File: src/rtl/fpcvt_pkg.sv
// Shared widths, FSM state encoding, saturation constants and the
// magnitude helper used by the fpcvt datapath and its scheduler.
package fpcvt_pkg;

   localparam int D_W = 12;
   localparam int E_W = 3;
   localparam int F_W = 4;

   localparam logic [E_W-1:0] E_SAT      = 3'd7;
   localparam logic [F_W-1:0] F_SAT      = 4'd15;
   localparam logic [F_W-1:0] F_RND_WRAP = 4'd8;

   typedef enum logic [1:0] {
      IDLE = 2'd0,
      CONV = 2'd1,
      HOLD = 2'd2
   } state_e;

   // -2048 has no positive counterpart in 12 bits, so it clamps to 2047
   function automatic logic [D_W-2:0] abs_sat(input logic [D_W-1:0] d);
      logic [D_W-1:0] neg;
      neg = (~d) + 12'd1;
      if (!d[D_W-1]) begin
         abs_sat = d[D_W-2:0];
      end else if (d == 12'h800) begin
         abs_sat = 11'h7FF;
      end else begin
         abs_sat = neg[D_W-2:0];
      end
   endfunction

endpackage

File: src/rtl/fpcvt.sv
// Combinational 12-bit two's-complement to (S, E, F) converter:
// value ~= F * 2^E, F rounded half-up on the first dropped bit.
module fpcvt
   import fpcvt_pkg::*;
(
   input  logic [D_W-1:0] d_i,
   output logic           s_o,
   output logic [E_W-1:0] e_o,
   output logic [F_W-1:0] f_o
);

   logic [D_W-2:0] mag_s;
   logic [E_W-1:0] e_raw_s;
   logic [F_W:0]   sh_s;
   logic [F_W:0]   f_sum_s;

   assign mag_s = abs_sat(d_i);

   // exponent = how far the leading one sits above the 4-bit significand
   always_comb begin
      e_raw_s = '0;
      for (int i = F_W; i < D_W - 1; i++) begin
         e_raw_s = mag_s[i] ? E_W'(i - F_W + 1) : e_raw_s;
      end
   end

   // appended zero makes the round bit vanish when nothing is shifted out
   assign sh_s    = 5'({mag_s, 1'b0} >> e_raw_s);
   assign f_sum_s = {1'b0, sh_s[F_W:1]} + {{F_W{1'b0}}, sh_s[0]};

   // rounding carry renormalises to 1000 or saturates at the top exponent
   always_comb begin
      s_o = d_i[D_W-1];
      if (f_sum_s[F_W]) begin
         if (e_raw_s == E_SAT) begin
            e_o = E_SAT;
            f_o = F_SAT;
         end else begin
            e_o = e_raw_s + 3'd1;
            f_o = F_RND_WRAP;
         end
      end else begin
         e_o = e_raw_s;
         f_o = f_sum_s[F_W-1:0];
      end
   end

endmodule

File: src/rtl/rr_arbiter.sv
// Round-robin arbiter: search starts one past the last grant, first
// asserted request wins; nothing is granted while en_i is low.
module rr_arbiter #(
   parameter int NREQ = 4,
   parameter int IDW  = $clog2(NREQ)
) (
   input  logic [NREQ-1:0] req_i,
   input  logic [IDW-1:0]  last_grant_i,
   input  logic            en_i,
   output logic [NREQ-1:0] grant_o,
   output logic [IDW-1:0]  idx_o
);

   logic           found_s;
   logic           hit_s;
   logic [IDW-1:0] pos_s;

   // rotating priority scan, first hit latches
   always_comb begin
      grant_o = '0;
      idx_o   = '0;
      found_s = 1'b0;
      hit_s   = 1'b0;
      pos_s   = '0;
      for (int k = 1; k <= NREQ; k++) begin
         pos_s          = IDW'((int'(last_grant_i) + k) % NREQ);
         hit_s          = en_i & ~found_s & req_i[pos_s];
         grant_o[pos_s] = grant_o[pos_s] | hit_s;
         idx_o          = hit_s ? pos_s : idx_o;
         found_s        = found_s | hit_s;
      end
   end

endmodule

File: src/rtl/fpcvt_scheduler.sv
// Shares one fpcvt converter between NREQ requesters: round-robin admit,
// one-cycle conversion, registered result held until the consumer takes it.
module fpcvt_scheduler
   import fpcvt_pkg::*;
#(
   parameter int NREQ = 4,
   parameter int IDW  = $clog2(NREQ)
) (
   input  logic                clk_i,
   input  logic                rst_ni,
   input  logic [NREQ-1:0]     req_valid_i,
   input  logic [D_W*NREQ-1:0] req_data_i,
   output logic [NREQ-1:0]     req_ready_o,
   output logic                out_valid_o,
   input  logic                out_ready_i,
   output logic                out_s_o,
   output logic [E_W-1:0]      out_e_o,
   output logic [F_W-1:0]      out_f_o,
   output logic [IDW-1:0]      out_id_o,
   output logic                busy_o,
   output logic [15:0]         conv_count_o
);

   logic [1:0]     rst_sync_q;
   logic           run_s;
   state_e         state_q;
   logic [D_W-1:0] opnd_q;
   logic [IDW-1:0] id_q;
   logic [IDW-1:0] last_grant_q;
   logic           out_valid_q;
   logic           out_s_q;
   logic [E_W-1:0] out_e_q;
   logic [F_W-1:0] out_f_q;
   logic [IDW-1:0] out_id_q;
   logic           busy_q;
   logic [15:0]    conv_count_q;

   logic           accept_en_s;
   logic           accept_s;
   logic [NREQ-1:0] grant_s;
   logic [IDW-1:0] gidx_s;
   logic [D_W-1:0] sel_data_s;
   logic           cvt_s_s;
   logic [E_W-1:0] cvt_e_s;
   logic [F_W-1:0] cvt_f_s;

   // reset asserts asynchronously; admission resumes two clean edges later
   always_ff @(posedge clk_i or negedge rst_ni) begin
      if (!rst_ni) begin
         rst_sync_q <= 2'b00;
      end else begin
         rst_sync_q <= {rst_sync_q[0], 1'b1};
      end
   end

   assign run_s       = rst_sync_q[1];
   assign accept_en_s = run_s & ((state_q == IDLE) | ((state_q == HOLD) & out_ready_i));
   assign accept_s    = |grant_s;
   assign sel_data_s  = req_data_i[gidx_s*D_W +: D_W];
   assign req_ready_o = grant_s;

   rr_arbiter #(
      .NREQ (NREQ),
      .IDW  (IDW)
   ) u_arb (
      .req_i        (req_valid_i),
      .last_grant_i (last_grant_q),
      .en_i         (accept_en_s),
      .grant_o      (grant_s),
      .idx_o        (gidx_s)
   );

   fpcvt u_cvt (
      .d_i (opnd_q),
      .s_o (cvt_s_s),
      .e_o (cvt_e_s),
      .f_o (cvt_f_s)
   );

   // scheduler FSM with operand, result, status and counter registers
   always_ff @(posedge clk_i or negedge rst_ni) begin
      if (!rst_ni) begin
         state_q      <= IDLE;
         opnd_q       <= '0;
         id_q         <= '0;
         last_grant_q <= IDW'(NREQ - 1);
         out_valid_q  <= 1'b0;
         out_s_q      <= 1'b0;
         out_e_q      <= '0;
         out_f_q      <= '0;
         out_id_q     <= '0;
         busy_q       <= 1'b0;
         conv_count_q <= 16'd0;
      end else begin
         case (state_q)
            IDLE: begin
               if (accept_s) begin
                  opnd_q       <= sel_data_s;
                  id_q         <= gidx_s;
                  last_grant_q <= gidx_s;
                  busy_q       <= 1'b1;
                  state_q      <= CONV;
               end else begin
                  busy_q  <= 1'b0;
                  state_q <= IDLE;
               end
            end
            CONV: begin
               out_valid_q <= 1'b1;
               out_s_q     <= cvt_s_s;
               out_e_q     <= cvt_e_s;
               out_f_q     <= cvt_f_s;
               out_id_q    <= id_q;
               busy_q      <= 1'b1;
               state_q     <= HOLD;
            end
            HOLD: begin
               if (out_ready_i) begin
                  out_valid_q  <= 1'b0;
                  conv_count_q <= conv_count_q + 16'd1;
                  if (accept_s) begin
                     opnd_q       <= sel_data_s;
                     id_q         <= gidx_s;
                     last_grant_q <= gidx_s;
                     busy_q       <= 1'b1;
                     state_q      <= CONV;
                  end else begin
                     busy_q  <= 1'b0;
                     state_q <= IDLE;
                  end
               end else begin
                  state_q <= HOLD;
               end
            end
            default: begin
               out_valid_q <= 1'b0;
               busy_q      <= 1'b0;
               state_q     <= IDLE;
            end
         endcase
      end
   end

   assign out_valid_o  = out_valid_q;
   assign out_s_o      = out_s_q;
   assign out_e_o      = out_e_q;
   assign out_f_o      = out_f_q;
   assign out_id_o     = out_id_q;
   assign busy_o       = busy_q;
   assign conv_count_o = conv_count_q;

endmodule
File: config.mk
export PLATFORM = sky130hd
export DESIGN_NAME = fpcvt_scheduler
export DESIGN_NICKNAME = d
export VERILOG_FILES = /design/src/rtl/fpcvt_pkg.sv /design/src/rtl/fpcvt.sv /design/src/rtl/rr_arbiter.sv /design/src/rtl/fpcvt_scheduler.sv
export SDC_FILE = /design/constraint.sdc
export NUM_CORES = 1
export LEC_CHECK = 0
export CORE_ASPECT_RATIO = 0.75
export CORE_UTILIZATION = 45
export CTS_CLUSTER_DIAMETER = 100
export DETAILED_ROUTE_END_ITERATION = 10
export PLACE_DENSITY = 0.7
export SLEW_MARGIN = 20
export SYNTH_ARGS = -nofsm -noshare
export SYNTH_HDL_FRONTEND = slang
export SYNTH_HIERARCHICAL = 1
export SYNTH_SLANG_ARGS = --single-unit
File: constraint.sdc
create_clock -name clk_i -period 11.7 [get_ports clk_i]
set_clock_uncertainty 0.1 [all_clocks]
set_input_delay 1.755 -clock clk_i [delete_from_list [all_inputs] [get_ports clk_i]]
set_output_delay 1.755 -clock clk_i [all_outputs]
set_load 0.005 [all_outputs]
==> metrics.txt <==
DP HPWL=7680 um; yosys warns=6; Crit. End Element=primary output; drt first pass iters=4; worst hold path class=reg2reg; vias in the first global route=3437; final-report hold violation count=0; Clock Power Share=11.5%; hold wc startpoint=rst_sync_q[0]; Cells after Synth=398; Setup Buffers After CTS=0; Yosys top cell area share=27.8%; peak supply drop=0.174 mV; PortBufs=86; RR Endpoint=opnd_q[2]; period utilization=58.9%; Crit Path Max Fanout=11; total CTS buffers=5; Max Cap Viol=0; power density over the cells=319 mW/mm2; fraction of layout cells with a size suffix above 1=18.8%; sequential share of power=19.9%; layout net count=532; Setup crit start kind=primary input; core box area=0.00867 mm2; H-tree levels=2; most frequent cell after synthesis=dfrtp_1; final wirelength=10500 um; synthesized area=0.00414 mm2; R2R cell count=12; initial core utilization=47.7%; first-pass GRT wire length=17600 um; WP data arrival=5040 ps; clock latency at the later pin of the worst-skew pair=290 ps; Internal=934 uW; Worst Path Required=9850 ps; RSZ-0062 raised after global routing=false; worst reg2reg startpoint=last_grant_q[0]; CP Class=in2out; ys flop type=dfrtp_1; gr ovfl total=0; Final Critical Period=6890 ps; setup slack, reg-to-reg=6440 ps; Synth Register Bits=48; status=finished, final reports clean; post-cts hold buffer count=0; ant diodes=0; dominant cell type by area after synthesis=dfrtp_1; num rows=29; Worst-Margin Slew=998 ps; logic gate share of total power=68.5%; NetSw=717 uW; sequential share of the synthesized area=29.1%; Root Buffer=clkbuf_16; largest net degree at the start of global routing=49; count of cell types in the netlist=83; setup tns final=0 ps; PostCTS Resize Cnt=0; Hold Path Stages=0; Hold EP=rst_sync_q[1]; CTS sink cnt=48; vias per cell=6.07; GRT Total Usage=23.0%; Pleak=0.00203 uW; syn nets=462; CTS max path bufs=2; Starting DRT DRC Count=174; Synth async-reset ratio=100%; Post-synth top cells=dfrtp_1, nor2_1, mux2_2, nand2_1, o21ai_0; Syn Area/Cell=10.4 um2; DRC=0; P&R area growth vs syn=25.0%; Slew HR=33.2%; Die ar.=0.00958 mm2; Die Wd=113 um; CTS tree=done; Setup WS pre-CTS=4870 ps; Vias=3504; CP startpoint=out_ready_i; Sw Share=43.4%; Max Slew Vio Count=0; Post-synth EDFFs=0; initial antenna violation count=0; Die H=85.0 um; Worst-path clk slew=70 ps; post-route ant nets=0; gp weighted congestion=0.881; fin worst setup slack=4810 ps; num ports=87; fillcell total=722; highest clock rate=145 MHz; final setup fails=0; DR WL/cell=18.3 um; synth top area cells=dfrtp_1, mux2_2, mux4_2, mux2_4, mux4_1
[worst max-delay path by stage]
stage,end,slack (ps)
floorplan,req_ready_o[3],6330
global placement,req_ready_o[3],5030
detailed placement,req_ready_o[3],4870
CTS,req_ready_o[3],4860
global route,req_ready_o[3],4590
finish,req_ready_o[3],4810
[placed cells by master (no fill, tap or decap), types with 10 or more instances in the layout]
cell,Yosys,final
clkdlybuf4s50_1,0,85
dfrtp_1,46,46
nor2_1,30,30
mux2_2,27,27
nand2_1,27,27
o21ai_0,14,14
inv_1,13,13
xnor2_1,13,13
mux2_4,11,11
mux4_2,11,11
mux2i_1,11,11
nand3_1,10,10
[stage by stage]
step	hold slack, ps	total power, uW	util [%]	instances	area, um2
final	254	1650	59.6	577	5170
after floorplan	231	1230	-	398	4140
after detailed placement	245	1450	57.3	569	4970
after global routing	271	1780	59.6	577	5170
after global placement	238	1430	57.3	569	4970
after CTS	258	1650	59.5	577	5160
[critical path, cell delays in order]
cell and delay, ps:
clkdlybuf4s50_1 600, nor2b_2 110, nor2_1 150, and2_1 400
inv_1 240, nor4_2 420, o311ai_0 170, o21ai_1 190
a211oi_2 90, a21oi_1 330, clkdlybuf4s50_1 570
[cell type report]
| cell class | instances | area (um2) | area share [%] |
|---|---|---|---|
| sequential | 48 | 1200 | 23.3 |
| clock buffer | 5 | 125 | 2.42 |
| multi-input combinational | 312 | 2720 | 52.6 |
| clock inverter | 3 | 68.8 | 1.33 |
| tap | 108 | 135 | 2.61 |
| inverter | 14 | 52.6 | 1.02 |
| timing repair buffer | 87 | 863 | 16.7 |
[cells by family (layout without fill, tap and decap cells)]
group                    Yosys count  in the layout  share of synthesized area, %
other                              1              1                        0.0907
buffers and inverters             38            109                          5.38
AO/OA/AOI/OAI                     88             88                          17.2
AND/OR/NAND/NOR                  126            126                          17.4
XOR/XNOR                          22             22                          4.66
multiplexers                      66             66                          23.5
flip-flops                        48             48                          29.1
adder cells (fa/ha/maj)            9              9                          2.72
[state kept, by name, summed over array words and instances (netlist names)]
name and flops:
conv_count_o 16, out_id_o 2, last_grant_q 2, out_f_o 4, id_q 2, busy_o 1
rst_sync_q 2, out_valid_o 1, out_s_o 1, state_q 2, opnd_q 12, out_e_o 3
[power groups by stage]
stage	clock network, uW	logic [uW]	registers (uW)
detailed placement	0	1120	329
CTS	194	1130	329
floorplan	0	948	281
global placement	0	1110	329
finish	190	1130	329
global route	201	1240	343
[routing by layer]
layer  GRT usage, %  part of all wire (%)  vias to the layer above
li1               -                     -                     1649
met1           34.0                    49                     1712
met2           34.0                    43                      134
met3           5.79                   7.8                        9
met4           4.73                  0.95                        0
met5              0                     0                        -
(Power assumes the default switching activity.)
